==> config.mk <==
export PLATFORM = sky130hd
export DESIGN_NAME = spi_transaction_fsm
export DESIGN_NICKNAME = d
export VERILOG_FILES = /design/src/rtl/spi_transaction_fsm_pkg.sv /design/src/rtl/spi_transaction_fsm_bit_counter.sv /design/src/rtl/spi_transaction_fsm.sv
export SDC_FILE = /design/constraint.sdc
export NUM_CORES = 1
export LEC_CHECK = 0
export ABC_AREA = 1
export CORE_AREA = 2 2 39 41
export CTS_CLUSTER_SIZE = 30
export DETAILED_ROUTE_END_ITERATION = 10
export DIE_AREA = 0 0 41 43
export PLACE_DENSITY = 0.79
export SLEW_MARGIN = 10
export SYNTH_ARGS = -nofsm -noshare
export SYNTH_HDL_FRONTEND = slang
export SYNTH_SLANG_ARGS = --single-unit
export TNS_END_PERCENT = 5
==> constraint.sdc <==
create_clock -name clk -period 4.05 [get_ports clk]
set_input_delay 1.0125 -clock clk [delete_from_list [all_inputs] [get_ports clk]]
set_output_delay 1.0125 -clock clk [all_outputs]
set_load 0.02 [all_outputs]
==> src/rtl/spi_transaction_fsm_pkg.sv <==
// Shared SPI-slave constants: shift-register mode codes and transaction FSM state encodings.
package spi_transaction_fsm_pkg;

  localparam logic [1:0] SR_HOLD  = 2'b00;
  localparam logic [1:0] SR_LEFT  = 2'b01;
  localparam logic [1:0] SR_PLOAD = 2'b11;

  typedef enum logic [3:0] {
    IDLE   = 4'd0,
    GET    = 4'd1,
    GOT    = 4'd2,
    READ1  = 4'd3,
    READ2  = 4'd4,
    READ3  = 4'd5,
    WRITE1 = 4'd6,
    WRITE2 = 4'd7,
    DONE   = 4'd8
  } state_t;

  // States that shift a byte and therefore count SCLK edges.
  function automatic logic isShiftState(state_t s);
    return (s == GET) || (s == WRITE1) || (s == READ3);
  endfunction

endpackage

==> src/rtl/spi_transaction_fsm_bit_counter.sv <==
// Byte-phase bit counter: clear has priority over inc; done flags the BITS-th counted edge.
module spi_bit_counter #(
  parameter int BITS = 8
) (
  input  logic                  clk,
  input  logic                  resetN,
  input  logic                  clear,
  input  logic                  inc,
  output logic [$clog2(BITS):0] count,
  output logic                  done
);

  localparam int CW = $clog2(BITS) + 1;

  always_ff @(posedge clk or negedge resetN) begin
    if (!resetN)    count <= '0;
    else if (clear) count <= '0;
    else if (inc)   count <= count + 1'b1;
  end

  assign done = inc && (count == CW'(BITS - 1));

endmodule

==> src/rtl/spi_transaction_fsm.sv <==
// SPI-slave transaction controller: command byte {addr, rw} then one data byte.
// Optional idle-SCLK abort is compiled in with `define SPI_TIMEOUT_EN.
module spi_transaction_fsm
  import spi_transaction_fsm_pkg::*;
#(
  parameter int BITS           = 8,
  parameter int TIMEOUT_CYCLES = 1024
) (
  input  logic       clk,
  input  logic       resetN,
  input  logic       csN,
  input  logic       sclkPosedge,
  input  logic       sclkNegedge,
  input  logic       rwBit,
  output logic [1:0] srMode,
  output logic       srShiftEn,
  output logic       addrWe,
  output logic       dmWe,
  output logic       misoBufe,
  output logic       busy,
  output logic       abort
);

  if (BITS < 2 || TIMEOUT_CYCLES < 2) begin : gParamCheck
    $error("spi_transaction_fsm: BITS and TIMEOUT_CYCLES must both be >= 2");
  end

  state_t                state, nextState;
  logic                  cntInc, cntClear, cntDone, timeout;
  logic [$clog2(BITS):0] bitCnt;

  // Only the edge type owned by the current state is counted; csN high freezes counting.
  assign cntInc   = !csN && ((state == READ3) ? sclkNegedge
                                              : (isShiftState(state) && sclkPosedge));
  assign cntClear = csN || (nextState != state);

  spi_bit_counter #(.BITS(BITS)) uBitCnt (
    .clk    (clk),
    .resetN (resetN),
    .clear  (cntClear),
    .inc    (cntInc),
    .count  (bitCnt),
    .done   (cntDone)
  );

`ifdef SPI_TIMEOUT_EN
  localparam int IW = $clog2(TIMEOUT_CYCLES);
  logic [IW-1:0] idleCnt;

  always_ff @(posedge clk or negedge resetN) begin
    if (!resetN)
      idleCnt <= '0;
    else if (!isShiftState(state) || sclkPosedge || sclkNegedge || nextState != state)
      idleCnt <= '0;
    else
      idleCnt <= idleCnt + 1'b1;
  end

  assign timeout = !csN && isShiftState(state) && !sclkPosedge && !sclkNegedge &&
                   (idleCnt == IW'(TIMEOUT_CYCLES - 1));
  assign abort   = timeout;
`else
  assign timeout = 1'b0;
  assign abort   = 1'b0;
`endif

  always_ff @(posedge clk or negedge resetN) begin
    if (!resetN) state <= IDLE;
    else         state <= nextState;
  end

  always_comb begin
    nextState = state;
    srMode    = SR_HOLD;
    srShiftEn = 1'b0;
    addrWe    = 1'b0;
    dmWe      = 1'b0;
    misoBufe  = 1'b0;
    busy      = (state != IDLE);
    unique case (state)
      IDLE: nextState = GET;
      GET: begin
        srMode    = SR_LEFT;
        srShiftEn = sclkPosedge;
        if (timeout)      nextState = DONE;
        else if (cntDone) nextState = GOT;
      end
      GOT: begin
        addrWe    = 1'b1;
        nextState = rwBit ? READ1 : WRITE1;
      end
      // READ1 waits out the synchronous memory read before the parallel load.
      READ1: nextState = READ2;
      READ2: begin
        srMode    = SR_PLOAD;
        srShiftEn = 1'b1;
        nextState = READ3;
      end
      READ3: begin
        misoBufe  = 1'b1;
        srMode    = SR_LEFT;
        srShiftEn = sclkNegedge;
        if (timeout || cntDone) nextState = DONE;
      end
      WRITE1: begin
        srMode    = SR_LEFT;
        srShiftEn = sclkPosedge;
        if (timeout)      nextState = DONE;
        else if (cntDone) nextState = WRITE2;
      end
      WRITE2: begin
        dmWe      = 1'b1;
        nextState = DONE;
      end
      DONE:    nextState = DONE;
      default: nextState = IDLE;
    endcase
    // Deselect ends the frame immediately and blocks any side effect this cycle.
    if (csN) begin
      nextState = IDLE;
      srShiftEn = 1'b0;
      addrWe    = 1'b0;
      dmWe      = 1'b0;
    end
  end

endmodule

==> impl_metrics.tcl <==
set metrics [dict create \
    status "completed" \
    cts.clk_slew.worst_paths_ns 0.05 \
    cts_root_buf "clkbuf_4" \
    grt_pass1_wl_um 2160 \
    holdWs_ns 0.656 \
    period_needed_ns 3.50 \
    antenna_left 0 \
    die_y_um 43 \
    postCtsSetupBuffers 0 \
    rsz0062_at_grt "no" \
    finalSetupTns_ns 0 \
    rr_startpoint "state[0]" \
    ios 14 \
    dr_total_vias 633 \
    cts_htree_levels 1 \
    crit_top_cell "clkdlybuf4s50_1" \
    wl_um 1360 \
    fillers 129 \
    cp.depth 4 \
    synth_cells 93 \
    path_max_fanout 11 \
    num_antenna_cells 0 \
    gp_congestion 0.774 \
    synth_seq_cells 8 \
    dr_wl_met3_um 86 \
    grt-ovfl-total 0 \
    hold_class "register to register" \
    routed.top_layer "met4" \
    drc 0 \
    r2r_cells 14 \
    finalHoldViolCount 0 \
    grt_util_all_layers_pct 18.1 \
    synth_seq_area_share_pct 29.9 \
    dieArea_um2 1760 \
    syn_area_um2 669 \
    holdBufCountCts 0 \
    cts-resized-gates 0 \
    worst_slack_ns 0.549 \
    drive_gt1_share_pct 19.0 \
    hp-start "uBitCnt.count[3]" \
    cts_buffers 3 \
    final_util_pct 58.2 \
    nets 114 \
    setup.worst_path.start "csN" \
    avgSynthCellArea_um2 7.20 \
    layout.cells.most_common_list "20 x nand2_1, 14 x inv_1, 12 x clkdlybuf4s50_1, 8 x dfrtp_1, 6 x nor2_1" \
    worstSetupEndpointType "output pin" \
    maxSlewViolCount 0 \
    maxCapViolCount 0 \
    detail_route.wl_per_cell_um 11.2 \
    route.met2.wl_um 635 \
    clock_skew_ns 0.00279 \
    design_power_total_uw 176 \
    min_path_cells 2 \
    cp.arrival_ns 2.49 \
    critPathBufInv 3 \
    core_area_um2 1380 \
    finalSetupViolations 0 \
    crit_type "input port to output pin" \
    clk_latency_ns 0.24 \
    yosysWarnings 0 \
    critPathTopFamily "buffers and inverters" \
    regToRegSetupSlack_ns 2.15 \
    port_buffers 12 \
    yosysUniqueCellTypes 28 \
    cp-start-kind "input port" \
    worstPathCellList "clkdlybuf4s50_1, inv_1, o21a_1, clkdlybuf4s50_1" \
    via_per_inst 5.23 \
    first_pass_iters 4 \
    drt_iter0_markers 22 \
    dp_slack_ns 0.561 \
    powerDensity_nw_per_um2 218 \
    grt_pass1_vias 535 \
    power.leakage_uw 0.000383 \
    final_common_cell "nand2_1" \
    start_util_pct 48.4 \
    clock.fmax_mhz 286 \
    grt_antenna_before_repair 0 \
    clockBufferDepth 2 \
    dpl.hpwl_um 1090 \
    die_w_um 41 \
    reg2reg_to "uBitCnt.count[2]" \
    ir_drop_v 0.000136 \
    critPathSlowestCell "clkdlybuf4s50_1" \
    clock-sinks 8 \
    grt_max_degree 12 \
    synth_fp_nets 100 \
    cp_slowest_stage_delay_ns 0.59 \
    cts_tree "yes" \
    wl_met1_um 626 \
    period_share_pct 86.4 \
    crit_required_ns 3.04 \
    syn_to_final_growth_pct 20.4 \
    num_rows 14 \
    endpoint "srShiftEn" \
]
## power breakdown
part / internal (uW) / switching [uW]
logic: 13.7 / 21.8
registers: 81.2 / 2.97
clock network: 33.6 / 22.7
## sequential cells by signal (all words and copies together), names as in the netlist
register,cells
uBitCnt.count,4
state,4
## synthesized netlist by cell type
| master | number | share of area, % |
|---|---|---|
| nor3_2 | 4 | 6.0 |
| ha_1 | 1 | 1.9 |
| nand2_1 | 20 | 11 |
| nand2_2 | 5 | 4.7 |
| o211ai_1 | 1 | 1.1 |
| dfrtp_1 | 8 | 30 |
| nand3_1 | 4 | 3.0 |
| nor2_1 | 6 | 3.4 |
| nor2_4 | 1 | 1.7 |
| nor2_2 | 3 | 2.8 |
| o22ai_1 | 1 | 0.94 |
| nand3_2 | 1 | 1.5 |
| o21ai_0 | 3 | 2.2 |
| inv_2 | 1 | 0.56 |
| nand2_4 | 1 | 1.7 |
| buf_4 | 2 | 2.2 |
| a31oi_1 | 1 | 0.94 |
| inv_1 | 14 | 7.9 |
| a21oi_1 | 2 | 1.5 |
| buf_6 | 1 | 1.7 |
| conb_1 | 1 | 0.56 |
| nor3_1 | 2 | 1.5 |
| xor2_1 | 3 | 3.9 |
| nor4_1 | 1 | 0.94 |
| mux2i_1 | 1 | 1.5 |
| inv_4 | 1 | 0.94 |
| o21a_1 | 1 | 1.1 |
| nand4_1 | 3 | 2.8 |
## cell type report
class / count / area, um^2 / share of cell area (%)
clock buffer: 3 / 22.5 / 2.80
inverter: 16 / 62.6 / 7.76
timing repair buffer: 12 / 120 / 14.9
multi-input combinational: 66 / 380 / 47.2
tap: 16 / 20.0 / 2.48
sequential: 8 / 200 / 24.8
## layer usage
metal	vias up	track usage (%)
met4	0	8.00
met5	-	0
met3	2	4.71
li1	320	-
met1	277	23.3
met2	34	27.5
## worst register-to-register path, stage by stage (launching register included)
cell and delay, ns:
dfrtp_1 0.55, inv_4 0.07, nor2_2 0.12, inv_2 0.06
nor2_4 0.14, nand2_2 0.08, nand2_4 0.10, nand4_1 0.11
nand2_1 0.09, nand2_1 0.07, nand2_1 0.07, nand2_1 0.06
nor2_2 0.09, nand2_2 0.10, nor3_2 0.11
## per-stage QoR
| step | instances | instance area (um^2) |
|---|---|---|
| after global routing | 121 | 806 |
| after detailed placement | 118 | 783 |
| final | 121 | 806 |
| after floorplan | 93 | 669 |
| after CTS | 121 | 806 |
| after global placement | 118 | 783 |
## worst min path at each step
stage,endpoint,slack [ns]
6_report,uBitCnt.count[3],0.66
3_5_place_dp,uBitCnt.count[3],0.63
3_3_place_gp,uBitCnt.count[3],0.64
4_1_cts,uBitCnt.count[3],0.66
5_1_grt,uBitCnt.count[3],0.69
2_1_floorplan,uBitCnt.count[3],0.60
## logic make-up (layout without fill, tap and decap cells)
kind of cell / Yosys count / in the layout / synth area share, %
AO/OA/AOI/OAI: 9 / 9 / 7.85
flip-flops: 8 / 8 / 29.9
other: 1 / 1 / 0.560
multiplexers: 1 / 1 / 1.50
buffers and inverters: 19 / 31 / 13.3
AND/OR/NAND/NOR: 51 / 51 / 41.1
adder cells (fa/ha/maj): 1 / 1 / 1.87
XOR/XNOR: 3 / 3 / 3.93
Power figures use the tool's default switching activity.
